## src/rtl/ifetch_stage_pkg.sv

```systemverilog
// Shared definitions for the instruction-fetch stage and its skid buffer.
`timescale 1ns/1ps
package ifetch_stage_pkg;

  localparam logic [31:0]  NOP_INSTR        = 32'h0000_0013;
  localparam logic [31:0]  DEFAULT_RESET_PC = 32'h0000_0000;
  localparam int unsigned  SKID_ENTRIES     = 2;

  typedef enum logic [1:0] {
    IF_BOOT   = 2'd0,
    IF_RUN    = 2'd1,
    IF_HALTED = 2'd2
  } if_state_e;

  function automatic logic is_word_aligned(input logic [31:0] addr);
    return (addr[1:0] == 2'b00);
  endfunction

endpackage

```

## src/rtl/ifetch_stage_skid_buf.sv

```systemverilog
// Two-entry FIFO of {pc, instr} that absorbs fetch responses while decode stalls.
`timescale 1ns/1ps
module fetch_skid_buf
  import ifetch_stage_pkg::*;
(
  input  logic        clk,
  input  logic        rst_n,
  input  logic        push,
  input  logic        pop,
  input  logic        flush,
  input  logic [31:0] push_pc,
  input  logic [31:0] push_instr,
  output logic [1:0]  count,
  output logic [31:0] head_pc,
  output logic [31:0] head_instr,
  output logic        empty,
  output logic        full
);

  logic [31:0] pc_mem    [SKID_ENTRIES];
  logic [31:0] instr_mem [SKID_ENTRIES];
  logic        wr_ptr;
  logic        rd_ptr;
  logic [1:0]  count_q;

  // Entry storage plus read/write pointer and occupancy bookkeeping; flush wins over push/pop.
  always_ff @(posedge clk or negedge rst_n) begin
    if (!rst_n) begin
      wr_ptr  <= 1'b0;
      rd_ptr  <= 1'b0;
      count_q <= '0;
      for (int unsigned i = 0; i < SKID_ENTRIES; i++) begin
        pc_mem[i]    <= '0;
        instr_mem[i] <= '0;
      end
    end else if (flush) begin
      wr_ptr  <= 1'b0;
      rd_ptr  <= 1'b0;
      count_q <= '0;
    end else begin
      if (push) begin
        pc_mem[wr_ptr]    <= push_pc;
        instr_mem[wr_ptr] <= push_instr;
        wr_ptr            <= ~wr_ptr;
      end
      if (pop) begin
        rd_ptr <= ~rd_ptr;
      end
      case ({push, pop})
        2'b10:   count_q <= count_q + 2'd1;
        2'b01:   count_q <= count_q - 2'd1;
        default: count_q <= count_q;
      endcase
    end
  end

  assign count      = count_q;
  assign head_pc    = pc_mem[rd_ptr];
  assign head_instr = instr_mem[rd_ptr];
  assign empty      = (count_q == 2'd0);
  assign full       = (count_q == 2'(SKID_ENTRIES));

  a_no_push_when_full: assert property (@(posedge clk) disable iff (!rst_n) !(push && full));
  a_no_pop_when_empty: assert property (@(posedge clk) disable iff (!rst_n) !(pop && empty));

endmodule

```

## src/rtl/ifetch_stage.sv

```systemverilog
// Instruction-fetch stage: owns the fetch PC, issues 1-cycle-latency memory reads,
// buffers responses in a skid FIFO under decode back-pressure and drives IF/ID.
`timescale 1ns/1ps
module ifetch_stage
  import ifetch_stage_pkg::*;
#(
  parameter logic [31:0] RESET_PC   = DEFAULT_RESET_PC,
  parameter int unsigned SKID_DEPTH = SKID_ENTRIES
) (
  input  logic        clk,
  input  logic        rst,
  input  logic        stall_in,
  input  logic        redirect_valid,
  input  logic [31:0] redirect_pc,
  input  logic        halt_req,
  output logic        imem_req,
  output logic [31:0] imem_addr,
  input  logic [31:0] imem_rdata,
  output logic [31:0] instr_out_if,
  output logic [31:0] pc_out_if,
  output logic        valid_out_if,
  output logic        halt_out_if
);

  if_state_e   state_q;
  logic [31:0] pc_fetch;
  logic [31:0] pc_inflight;
  logic        inflight;

  logic        halt_take;
  logic        redirect_take;
  logic        issue;
  logic        resp_valid;
  logic [31:0] occupancy;

  logic        skid_push;
  logic        skid_pop;
  logic        skid_flush;
  logic [1:0]  skid_count;
  logic [31:0] skid_head_pc;
  logic [31:0] skid_head_instr;
  logic        skid_empty;
  logic        skid_full;

  // Per-cycle decisions: halt beats redirect, a redirect or halt kills the response
  // arriving this cycle and suppresses issue, and issue is capped so that every
  // outstanding response is guaranteed a skid slot.
  always_comb begin
    halt_take     = halt_req && (state_q != IF_HALTED);
    redirect_take = redirect_valid && !halt_take && (state_q != IF_HALTED);
    occupancy     = 32'(skid_count) + 32'(inflight);
    issue         = (state_q == IF_RUN) && !halt_req && !redirect_valid &&
                    (occupancy < SKID_DEPTH);
    resp_valid    = inflight && (state_q == IF_RUN) && !halt_req && !redirect_valid;
    skid_flush    = redirect_take || halt_take || (state_q == IF_HALTED);
    skid_pop      = !stall_in && !skid_empty && !skid_flush;
    skid_push     = resp_valid && (stall_in || !skid_empty);
  end

  assign imem_req  = issue;
  assign imem_addr = pc_fetch;

  fetch_skid_buf u_skid (
    .clk        (clk),
    .rst_n      (rst),
    .push       (skid_push),
    .pop        (skid_pop),
    .flush      (skid_flush),
    .push_pc    (pc_inflight),
    .push_instr (imem_rdata),
    .count      (skid_count),
    .head_pc    (skid_head_pc),
    .head_instr (skid_head_instr),
    .empty      (skid_empty),
    .full       (skid_full)
  );

  // FSM, fetch-PC and in-flight tracking, and the IF/ID register.
  always_ff @(posedge clk or negedge rst) begin
    if (!rst) begin
      state_q      <= IF_BOOT;
      pc_fetch     <= RESET_PC;
      pc_inflight  <= '0;
      inflight     <= 1'b0;
      instr_out_if <= NOP_INSTR;
      pc_out_if    <= '0;
      valid_out_if <= 1'b0;
      halt_out_if  <= 1'b0;
    end else begin
      // The in-flight flag only survives for requests issued this cycle, which
      // drops any response belonging to a redirect or halt cycle.
      inflight <= issue;
      if (issue) begin
        pc_fetch    <= pc_fetch + 32'd4;
        pc_inflight <= pc_fetch;
      end

      if (halt_take) begin
        state_q      <= IF_HALTED;
        halt_out_if  <= 1'b1;
        instr_out_if <= NOP_INSTR;
        valid_out_if <= 1'b0;
      end else if (redirect_take) begin
        instr_out_if <= NOP_INSTR;
        valid_out_if <= 1'b0;
        if (is_word_aligned(redirect_pc)) begin
          pc_fetch <= redirect_pc;
          state_q  <= IF_RUN;
        end else begin
          pc_out_if   <= redirect_pc;
          halt_out_if <= 1'b1;
          state_q     <= IF_HALTED;
        end
      end else if (state_q == IF_BOOT) begin
        state_q <= IF_RUN;
      end else if ((state_q == IF_RUN) && !stall_in) begin
        // Skid entries are older than the response arriving now, so they go first.
        if (!skid_empty) begin
          pc_out_if    <= skid_head_pc;
          instr_out_if <= skid_head_instr;
          valid_out_if <= 1'b1;
        end else if (resp_valid) begin
          pc_out_if    <= pc_inflight;
          instr_out_if <= imem_rdata;
          valid_out_if <= 1'b1;
        end else begin
          instr_out_if <= NOP_INSTR;
          valid_out_if <= 1'b0;
        end
      end
    end
  end

  a_no_resp_into_full_skid: assert property (@(posedge clk) disable iff (!rst)
    !(resp_valid && skid_full));

endmodule
```

## config.mk

```make
export PLATFORM = sky130hd
export DESIGN_NAME = ifetch_stage
export DESIGN_NICKNAME = d
export VERILOG_FILES = /design/src/rtl/ifetch_stage_pkg.sv /design/src/rtl/ifetch_stage_skid_buf.sv /design/src/rtl/ifetch_stage.sv
export SDC_FILE = /design/constraint.sdc
export NUM_CORES = 1
export LEC_CHECK = 0
export CAP_MARGIN = 40
export CORE_ASPECT_RATIO = 0.9
export CORE_MARGIN = 4
export CORE_UTILIZATION = 50
export DETAILED_ROUTE_END_ITERATION = 12
export GPL_ROUTABILITY_DRIVEN = 0
export GPL_TIMING_DRIVEN = 0
export PLACE_DENSITY = 0.76
export SLEW_MARGIN = 20
export SYNTH_ARGS = -nofsm -noshare
export SYNTH_HDL_FRONTEND = slang
export SYNTH_HIERARCHICAL = 1
export SYNTH_SLANG_ARGS = --single-unit
```

## constraint.sdc

```tcl
create_clock -name clk -period 2.39 [get_ports clk]
set_input_delay 0.3585 -clock clk [delete_from_list [all_inputs] [get_ports clk]]
set_output_delay 0.3585 -clock clk [all_outputs]
set_load 0.1 [all_outputs]
```

======== After elaboration in Yosys (flattened, before gate mapping) ========
Index checks and enable logic that the tools add are counted.
cells by class
  add/subtract/negate cells ............... 4
  order comparisons ....................... 4
  equality and inequality tests ........... 10
  muxes and demuxes ....................... 45
  bitwise operators ....................... 6
  reductions and logical operators ........ 37
operators with widths
  operator                                                   count
  two-way mux 32 bit                                         23
  bitwise mux 64 bit                                         2
  adder 32 x 3 -> 32 bit (second input constant)             1
  demux 32 bit (select 1 bit)                                1
  logical AND 1 bit                                          14
  two-way mux 1 bit                                          13
  two-way mux 2 bit                                          5
  nonzero test 3 bit                                         3
  inequality test 2 bit (second input constant)              4
  nonzero test 2 bit                                         4
  logical NOT 1 bit                                          6
  logical NOT 2 bit                                          3
  inequality test 3 bit (second input constant)              2
  AND reduction 2 bit                                        3
  AND reduction 5 bit                                        1
  equality test 2 x 1 -> 1 bit (second input constant)       2
  equality test 2 bit (second input constant)                2
  greater-or-equal comparator 2 bit (second input constant)  2
  inverter 1 bit                                             4
  inverter 1 -> 2 bit                                        2
  one-hot mux 2 bit (2 select lines)                         1
  adder 2 x 1 -> 3 bit                                       1
  logical OR 1 bit                                           3
  < comparator 3 x 2 -> 1 bit (second input constant)        1
  3 further kinds                                            3
word-level totals
  bits in registers ....................... 265
  input port bits ......................... 69
  output and inout bits ................... 99
  word-level logic and storage cells ...... 121

======== Longest topological paths before layout ========
  word-level depth ........................ 12
  gate-level depth with buffers ........... 8
  depth with buffers taken out ............ 6

======== By module ========
The synthesis kept the hierarchy.
by module, submodules not included
  module          instances  cells an instance  area an instance (µm²)  seq. area each (µm²)
  ifetch_stage    1          685                6796.5                  3331.9
  fetch_skid_buf  1          361                6043.3                  3303.2

======== Least setup slack after synthesis ========
Ideal clock, no wire load.
  kind .................................... reg-to-reg
  start point ............................. register pc_fetch[6] (netlist: imem_addr[6])
  end point ............................... register pc_fetch[29] (netlist: imem_addr[29])
  arrival ................................. 2.353 ns
  required time ........................... 2.247 ns
  path slack .............................. -0.106 ns
  cell stages (with the launch flop) ...... 7
  buffers on the path ..................... 2
  clock period less this slack ............ 2.496 ns
  path through ............................ dfrtp_1 -> and4_1 -> nand3_1 -> clkbuf_1 -> clkbuf_1 -> o41ai_1 -> o211ai_1
on the way
  longest elaborated chain between the ends .. 5
ends and longest elaborated chain
  what                        RTL line             RTL
  start: declaration          ifetch_stage.sv:26   logic [31:0] pc_fetch;
  start signal: assignment    ifetch_stage.sv:94   pc_fetch <= pc_fetch + 32'd4;
  start signal: assignment    ifetch_stage.sv:107  pc_fetch <= redirect_pc;
  adder 32 x 3 -> 32 bit (*)  ifetch_stage.sv:94
  two-way mux 32 bit (*)      ifetch_stage.sv:93   if (issue) begin
  two-way mux 32 bit          ifetch_stage.sv:106  if (is_word_aligned(redirect_pc)) begin
  two-way mux 32 bit          ifetch_stage.sv:103  end else if (redirect_take) begin
  two-way mux 32 bit (*)      ifetch_stage.sv:98   if (halt_take) begin
Every way passes the cells marked *; elsewhere a longest branch is shown, timed or not.
A chain may end at the register's enable or synchronous reset.

======== Worst setup path in the final report ========
  start point ............................. register state_q[1]
  end point ............................... output imem_req
on the way
  longest elaborated chain between the ends .. 4
ends and longest elaborated chain
  what                             RTL line             RTL
  start: declaration               ifetch_stage.sv:25   if_state_e state_q;
  start signal: assignment         ifetch_stage.sv:81   state_q <= IF_BOOT;
  start signal: assignment         ifetch_stage.sv:99   state_q <= IF_HALTED;
  start signal: assignment         ifetch_stage.sv:108  state_q <= IF_RUN;
  equality test 2 x 1 -> 1 bit     ifetch_stage.sv:52   issue = (state_q == IF_RUN) && !halt_req && !redirect_valid &&
  logical AND 1 bit (3 in series)  ifetch_stage.sv:52
  end: declaration                 ifetch_stage.sv:16   output logic imem_req,
Every way passes these cells.

==> flow_summary_export.csv <==
group,metric,value,unit
status,outcome,"complete, no violations",
final_layout,fill_cells,1732,
placed_design,dp_hpwl,25000,um
synth,syn_avg_cell_area,12.3,um2
flow_run,cap_violations,0,
sta,timing.final.ws_setup,42.4,ps
sta,finalHoldViolCount,0,
synth,synth_cells,1045,
synth,synth_fp_nets,1115,
routing,drtPass1Iterations,6,
power,power_leakage,8.25,nW
sta,slew_headroom,45.2,%
critical_path,crit_start,"state_q[1]$_DFFE_PN0P_",
critical_path,crit_path_end_kind,"output pin",
routing,drc,0,
final_layout,stdcell_area,17700,um2
global_route,grt_antenna_before_repair,1,
critical_path,max_stage_delay,420,ps
critical_path,startpoint_type,"register",
clock_tree,htreeDepth,1,
global_route,grtUsageTotal,24.8,%
critical_path,worstPathRequired,2030,ps
floorplanning,fp.dieArea,28300,um2
critical_path,crit_buf_inv,5,
critical_path,critPathKind,"register to output pin",
critical_path,ff2ff_path_depth,6,
critical_path,crit_path_end,"imem_req",
critical_path,path_cells,"nor4b_4, buf_4, nand2_2, buf_8, inv_2, buf_6, buf_16",
critical_path,rrSetupSlack,70,ps
power,power_density,526,nW/um2
routing,vias,9762,
worst_hold_path,hp-class,"input port to register",
global_route,grt_pass1_vias,10400,
clock_tree,numCtsBuffers,28,
critical_path,r2r_end,"imem_addr[31]$_DFF_PN0_",
sta,tightest_slew,821,ps
clock_tree,clockBufferDepth,3,
floorplanning,rows,55,
power,p_total,9.31,mW
global_route,gr-total-overflow,0,
placed_design,placedInstanceArea,16600,um2
critical_path,cp_num_cells,7,
routing,routedWlPerCell,20.8,um
global_route,grt_pass1_wl,56700,um
critical_path,path_max_fanout,6,
sta,fin_skew,30.7,ps
placed_design,numPortBuffers,167,
floorplanning,start_util,51.0,%
floorplanning,fp.dieH,160,um
critical_path,cp_slowest_cell,"dfrtp_1",
sta,post-route-min-period,2350,ps
routing,drt_iter0_drc,755,
synth,yosys_warnings,6,
floorplanning,die_x,177,um
power,ir_drop,0.588,mV
clock_tree,path_clk_slew,70,ps
floorplanning,core,25200,um2
sta,max_freq,426,MHz
critical_path,arrival,1990,ps
sta,slew_viol_final,0,
critical_path,r2r-start,"imem_addr[11]$_DFF_PN0_",
routing,viasPerCell,5.67,
floorplanning,io_pins,168,
clock_tree,tritoncts,"built",
clock_tree,root_buffer,"clkbuf_16",
sta,tns,0,ps
final_layout,syn_to_final_growth,37.9,%
routing,ant_nets,0,
clock_tree,clock_sinks,265,
global_route,grt_max_degree,89,
sta,fin_crit_sh,98.2,%
synth,syn-cell-area,12800,um2
clock_tree,clkLatencyLatePin,560,ps
critical_path,cp_top_family,"buffers and inverters",
final_layout,final_layout_size_suffix_gt1_share,33.9,%
sta,finalSetupViolCount,0,
final_layout,finalNetCount,1427,
routing,drt_wl_total,35900,um
placed_design,pre_cts_slack,-1240,ps
[layer usage]
layer | vias up | global-route usage (%) | part of all wire (%)
met5 | - | 0 | 0
met4 | 0 | 7.17 | 3.2
met3 | 91 | 4.26 | 6.1
met2 | 373 | 40.5 | 48
met1 | 4895 | 34.4 | 43
li1 | 4403 | - | -
[power breakdown]
group	switching (mW)	total, mW	internal [mW]
Combinational	0.374	0.616	0.242
Sequential	0.0332	4.54	4.51
Clock	1.79	4.15	2.36
[registers in the layout, indices dropped and copies added, names as in the netlist, 2 cells and up]
signal / cells
imem_addr: 32
instr_out_if: 32
pc_inflight: 32
pc_out_if: 32
state_q: 2
u_skid/count: 2
u_skid/instr_mem: 64
u_skid/pc_mem: 64
[cell usage in the layout, fill, tap and decap left out, drive strengths merged, types with 13 or more instances in the layout]
| cell | n |
|---|---|
| a21oi | 33 |
| nor2 | 23 |
| dfrtp | 262 |
| inv | 13 |
| mux2 | 249 |
| buf | 154 |
| nor2b | 31 |
| o21ai | 83 |
| mux2i | 38 |
| clkdlybuf4s50 | 164 |
| a31oi | 21 |
| nand2 | 60 |
| nand3 | 49 |
| clkbuf | 80 |
[what timing repair did]
item / in CTS / in global routing
pin swaps: 1 / 3
hold buffers: 1 / 0
gates cloned: 0 / 0
gates resized for setup: 17 / 24
setup endpoints to repair: 177 / 162
buffers inserted: 4 / 8
endpoints found under the hold margin: 53 / 0
[how the worst min path moves through the flow]
stage	start	endpoint	slack (ps)	depth (start not counted)
2_1_floorplan	rst	halt_out_if$_DFFE_PN0P_	60	0
3_3_place_gp	instr_out_if[15]$_DFFE_PN0P_	instr_out_if[15]$_DFFE_PN0P_	460	2
3_5_place_dp	rst	instr_out_if[30]$_DFFE_PN0P_	310	1
4_1_cts	rst	instr_out_if[29]$_DFFE_PN0P_	350	2
5_1_grt	halt_req	state_q[0]$_DFFE_PN0P_	180	2
6_report	halt_req	state_q[0]$_DFFE_PN0P_	150	2
[through the flow]
step	cells	utilization (%)	hold slack (ps)
global route	1722	70.3	179
finish	1722	70.3	153
global placement	1554	59.3	462
floorplan	1045	-	62.9
detailed placement	1656	66.1	310
CTS	1713	69.9	348
[layout make-up]
type / instances / area (um2) / area share, %
Timing Repair Buffer: 282 / 3480 / 19.7
Sequential cell: 265 / 6650 / 37.5
Clock inverter: 7 / 43.8 / 0.247
Multi-Input combinational cell: 694 / 5750 / 32.5
Clock buffer: 45 / 826 / 4.67
Antenna cell: 1 / 2.50 / 0.0141
Inverter: 12 / 45.0 / 0.254
Tap cell: 342 / 428 / 2.42
Buffer: 74 / 487 / 2.75
Note: power is estimated with default switching activity, not from simulation.
==> variant 1: new RTL, same flow settings <==
Re-encode `if_state_e` (3 states) as one-hot, 3 bits wide.
--- a/src/rtl/ifetch_stage_pkg.sv
+++ b/src/rtl/ifetch_stage_pkg.sv
@@ -7,8 +7,8 @@
   localparam int unsigned  SKID_ENTRIES     = 2;
 
-  typedef enum logic [1:0] {
-    IF_BOOT   = 2'd0,
-    IF_RUN    = 2'd1,
-    IF_HALTED = 2'd2
+  typedef enum logic [2:0] {
+    IF_BOOT   = 3'b001,
+    IF_RUN    = 3'b010,
+    IF_HALTED = 3'b100
   } if_state_e;
 
Function: no difference found for any inputs over 4 cycles, from zero or initial values and one cycle with rst low; so few cycles prove little.
==> variant 1 against the original RTL <==
  * Final area increased by 0.74%
  * Setup slack worse by 0.027 ns
  * Highest routed layer is now met5
  * Critical path type unchanged
  * Area after synthesis is 1.0% lower
  * Wire length is 0.22% lower
  * Sequential cell count up 1
  * Power is 4.4% higher
  * Die area down 0.96%
==> variant 1: results (changes against the original RTL) <==
Rel. slew slack -> 54.36% (+9.1 points)
Drt first pass iters -> 5 (-1)
Dpl hpwl -> 24490 um (-2.0%)
Syn avg cell area -> 11.79 sq um (-4.0%)
Non-Filler Instances -> 1754 (+1.9%)
Largest net degree at the start of global routing -> 99 (+11%)
Worst slack, placed -> -1.144 ns (+0.09711 ns)
Initial DRC Count -> 582 (-23%)
Critical Path Fanout Max -> 11 (+5)
Worst VDD drop -> 0.4474 mV (-24%)
Critical path arrival -> 2.02 ns (+0.03 ns)
Status -> completed
Clock skew -> 0.01039 ns (-0.02032 ns)
Vias in the first global route -> 10310 (-0.85%)
Crit-path slowest cell -> dfrtp_2
GRT Total Usage -> 24.96% (+0.12 points)
Syn nets -> 1148 (+3.0%)
CP delay by family, top -> simple AND/OR/NAND/NOR gates
Leakage power -> 8.404 nW (+1.9%)
Share of post-route cells with drive strength above 1 -> 34.28% (+0.34 points)
Final #Nets -> 1460 (+2.3%)
DP Area -> 16530 sq um (-0.65%)
N_diodes -> 0 (-1)
Cells after DPL -> 1688 (+1.9%)
Final wirelength -> 35790 um (-0.22%)
-- variant 1: area by class of cell --
class	instances	area [sq um]
inverter	12	57.56
fill	1722	7217
sequential	266	6681
multi-input combinational	738	5650
clock buffer	40	837.1
clock inverter	12	141.4
timing repair buffer	282	3540
tap	342	427.9
buffer	62	496.7
-- variant 1: final timing paths --
path	slack [ns]	depth (start not counted)	end	startpoint
max	0.02	7	imem_req	state_q[1]
min	0.31	2	state_q[2]	halt_req
max reg2reg	0.08	9	u_skid/pc_mem[44]	u_skid/count[1]
min reg2reg	0.48	1	halt_out_if	halt_out_if
max in group asynchronous	1.04	3	imem_addr[16]	rst
min in group asynchronous	0.38	2	instr_out_if[30]	rst
-- variant 1: worst reg2reg max path: stages (launching register included) --
cell and delay (ns):
dfrtp_1 0.44, nor2_1 0.07, buf_2 0.16, buf_6 0.17
buf_6 0.17, a21oi_4 0.22, nor3b_2 0.22, buf_6 0.23
buf_12 0.20, mux2_4 0.32
-- variant 1: repair_timing --
action | in CTS | in global routing
buffers inserted | 3 | 8
hold buffers | 1 | 0
gates cloned | 0 | 2
pin swaps | 0 | 3
setup endpoints to repair | 162 | 172
gates resized for setup | 28 | 31
hold endpoints to repair | 72 | 0
-- variant 1: where the power goes --
group,total [mW],internal [mW],switching [mW]
Combinational,0.590,0.242,0.349
Clock,4.57,2.75,1.82
Sequential,4.56,4.53,0.0359
Total,9.72,7.52,2.20
-- variant 1: metal layers --
metal / share of wire [%] / up-vias / global-route usage [%]
met2: 49 / 348 / 41.60
li1: - / 4347 / -
met4: 2.3 / 2 / 5.741
met5: 0.036 / - / 0
met1: 42 / 4850 / 34.29
met3: 6.5 / 64 / 4.511
==> variant 2: new RTL, config.mk and constraints unchanged <==
Made on the original files. Change the package constant `SKID_ENTRIES` from 2 to 4.
--- a/src/rtl/ifetch_stage_pkg.sv
+++ b/src/rtl/ifetch_stage_pkg.sv
@@ -5,5 +5,5 @@
   localparam logic [31:0]  NOP_INSTR        = 32'h0000_0013;
   localparam logic [31:0]  DEFAULT_RESET_PC = 32'h0000_0000;
-  localparam int unsigned  SKID_ENTRIES     = 2;
+  localparam int unsigned  SKID_ENTRIES     = 4;
 
   typedef enum logic [1:0] {
Function: changed (a bounded check fails within 4 cycles, from zero or initial values and one cycle with rst low).
==> variant 2 against the original RTL <==
  * The flow now finishes with violations (setup timing)
  * Combinational power increased by 40%
  * Fmax decreased by 4.2%
  * Power increased by 5.6%
  * Final area increased by 1.3%
  * Sequential power increased by 1%
  * Sequential cell count unchanged
  * Wire length increased by 0.32%
  * Die area decreased by 0.47%
  * Setup slack got worse by 0.10 ns
  * Utilization increased by 1.1 points
  * Area after synthesis decreased by 0.50%
  * Largest cell class unchanged
==> variant 2: results (changes against the original RTL) <==
Hold-fix buffers at CTS -> 1 (unchanged)
Worst Hold Class -> in -> reg
First-pass GRT wire length -> 57930 um (+2.2%)
Via density -> 5.733 (+1.1%)
H-tree depth -> 1 (unchanged)
Clock skew -> 0.01823 ns (-0.01249 ns)
Worst hold slack -> 0.2995 ns (+0.1465 ns)
Drt first pass iters -> 5 (-1)
Clock root cell -> clkbuf_16
Syn. warnings -> 6 (unchanged)
DP Area -> 16500 sq um (-0.84%)
Syn nets -> 1106 (-0.81%)
Setup WS post-layout -> -0.06115 ns (-0.1035 ns)
Leakage power -> 8.353 nW (+1.3%)
Initial antenna violation count -> 5 (+4)
Setup_tns -> -1.322 ns (-1.322 ns)
Comb. pwr -> 0.864 mW (+40%)
Share of post-route cells with drive strength above 1 -> 37.15% (+3.2 points)
# fillers -> 1675 (-3.3%)
Critical Path Fanout Max -> 8 (+2)
Vias in the first global route -> 10650 (+2.4%)
Clock buffer depth -> 3 (unchanged)
Largest net degree at the start of global routing -> 99 (+11%)
Final wirelength -> 35990 um (+0.32%)
Critical path arrival -> 2.90 ns (+0.91 ns)
# setup viols final -> 70 (+70)
Status -> finished with violations
Worst slack, placed -> -1.595 ns (-0.3538 ns)
Rel. slew slack -> 42.31% (-2.9 points)
Dpl hpwl -> 24500 um (-2.0%)
Net switching power -> 2.396 mW (+9.1%)
Clk power -> 4.36 mW (+5.1%)
Syn avg cell area -> 12.33 sq um (+0.37%)
Failing checks -> setup timing
GRT Total Usage -> 25.20% (+0.37 points)
Worst-Skew Late Latency -> 0.54 ns (-0.02 ns)
Switching share of total power -> 24.37% (+0.78 points)
Cells after DPL -> 1647 (-0.54%)
Post-cts resize count -> 50 (+33)
Clock Pin Slew Worst Setup and Hold Paths -> 0.06 ns
Post-CTS Setup Inserts -> 16 (+12)
Worst VDD drop -> 0.4719 mV (-20%)
Final #Nets -> 1429 (+0.14%)
IO Port Bufs -> 167 (unchanged)
Top flop regs -> u_skid/instr_mem: 64 flops, u_skid/pc_mem: 64 flops
Initial DRC Count -> 867 (+15%)
Vias after detailed routing -> 9890 (+1.3%)
Num CTS Buffers -> 28 (unchanged)
Initial core utilization -> 50.84% (-0.11 points)
[variant 2: changes by cell type in the layout (fill, tap and decap cells not counted), moves of 7 or more]
cell / change
o211ai_1: -8
o21ai_0: -22
dfrtp_1: -8
nor2_1: +8
o21ai_1: +11
buf_4: +9
dfrtp_2: +8
a21oi_1: +7
buf_16: -7
clkbuf_1: -11
nand2_1: -11
[variant 2: worst max-delay path, cell delays in order, from the launching register on]
cell	delay, ns
dfrtp_2	0.44
buf_6	0.13
or4b_4	0.52
or4_4	0.45
buf_6	0.15
buf_8	0.13
or3_1	0.34
a31oi_1	0.20
[variant 2: final cells by class]
cell class	instances	area, sq um	share of cell area (%)
well taps	342	427.9	2.387
clock inverters	7	65.06	0.3629
clock buffers	45	865.8	4.829
multi-input cells	693	5828	32.51
diodes	2	5.005	0.02791
repair buffers	295	3538	19.73
plain buffers	67	506.7	2.826
flip-flops and latches	265	6655	37.12
inverters	9	37.54	0.2094
[variant 2: routing by layer]
layer  part of all wire (%)  track usage, %  vias to the layer above  routed length (um)
li1                       -               -                     4410                   -
met1                     42           33.48                     4993               15000
met2                     49           42.27                      390               17510
met3                    6.6           4.923                       91                2360
met4                    3.0           7.454                        6                1089
met5                   0.10               0                        -                  36
[variant 2: final timing paths]
| check | start | endpoint | cells after the start |
|---|---|---|---|
| max reg2reg | state_q[1] | imem_addr[23] | 7 |
| min in group asynchronous | rst | instr_out_if[8] | 2 |
| max in group asynchronous | rst | imem_addr[8] | 3 |
| min | redirect_valid | state_q[1] | 3 |
| min reg2reg | instr_out_if[22] | instr_out_if[22] | 2 |
| max | state_q[1] | imem_addr[23] | 7 |
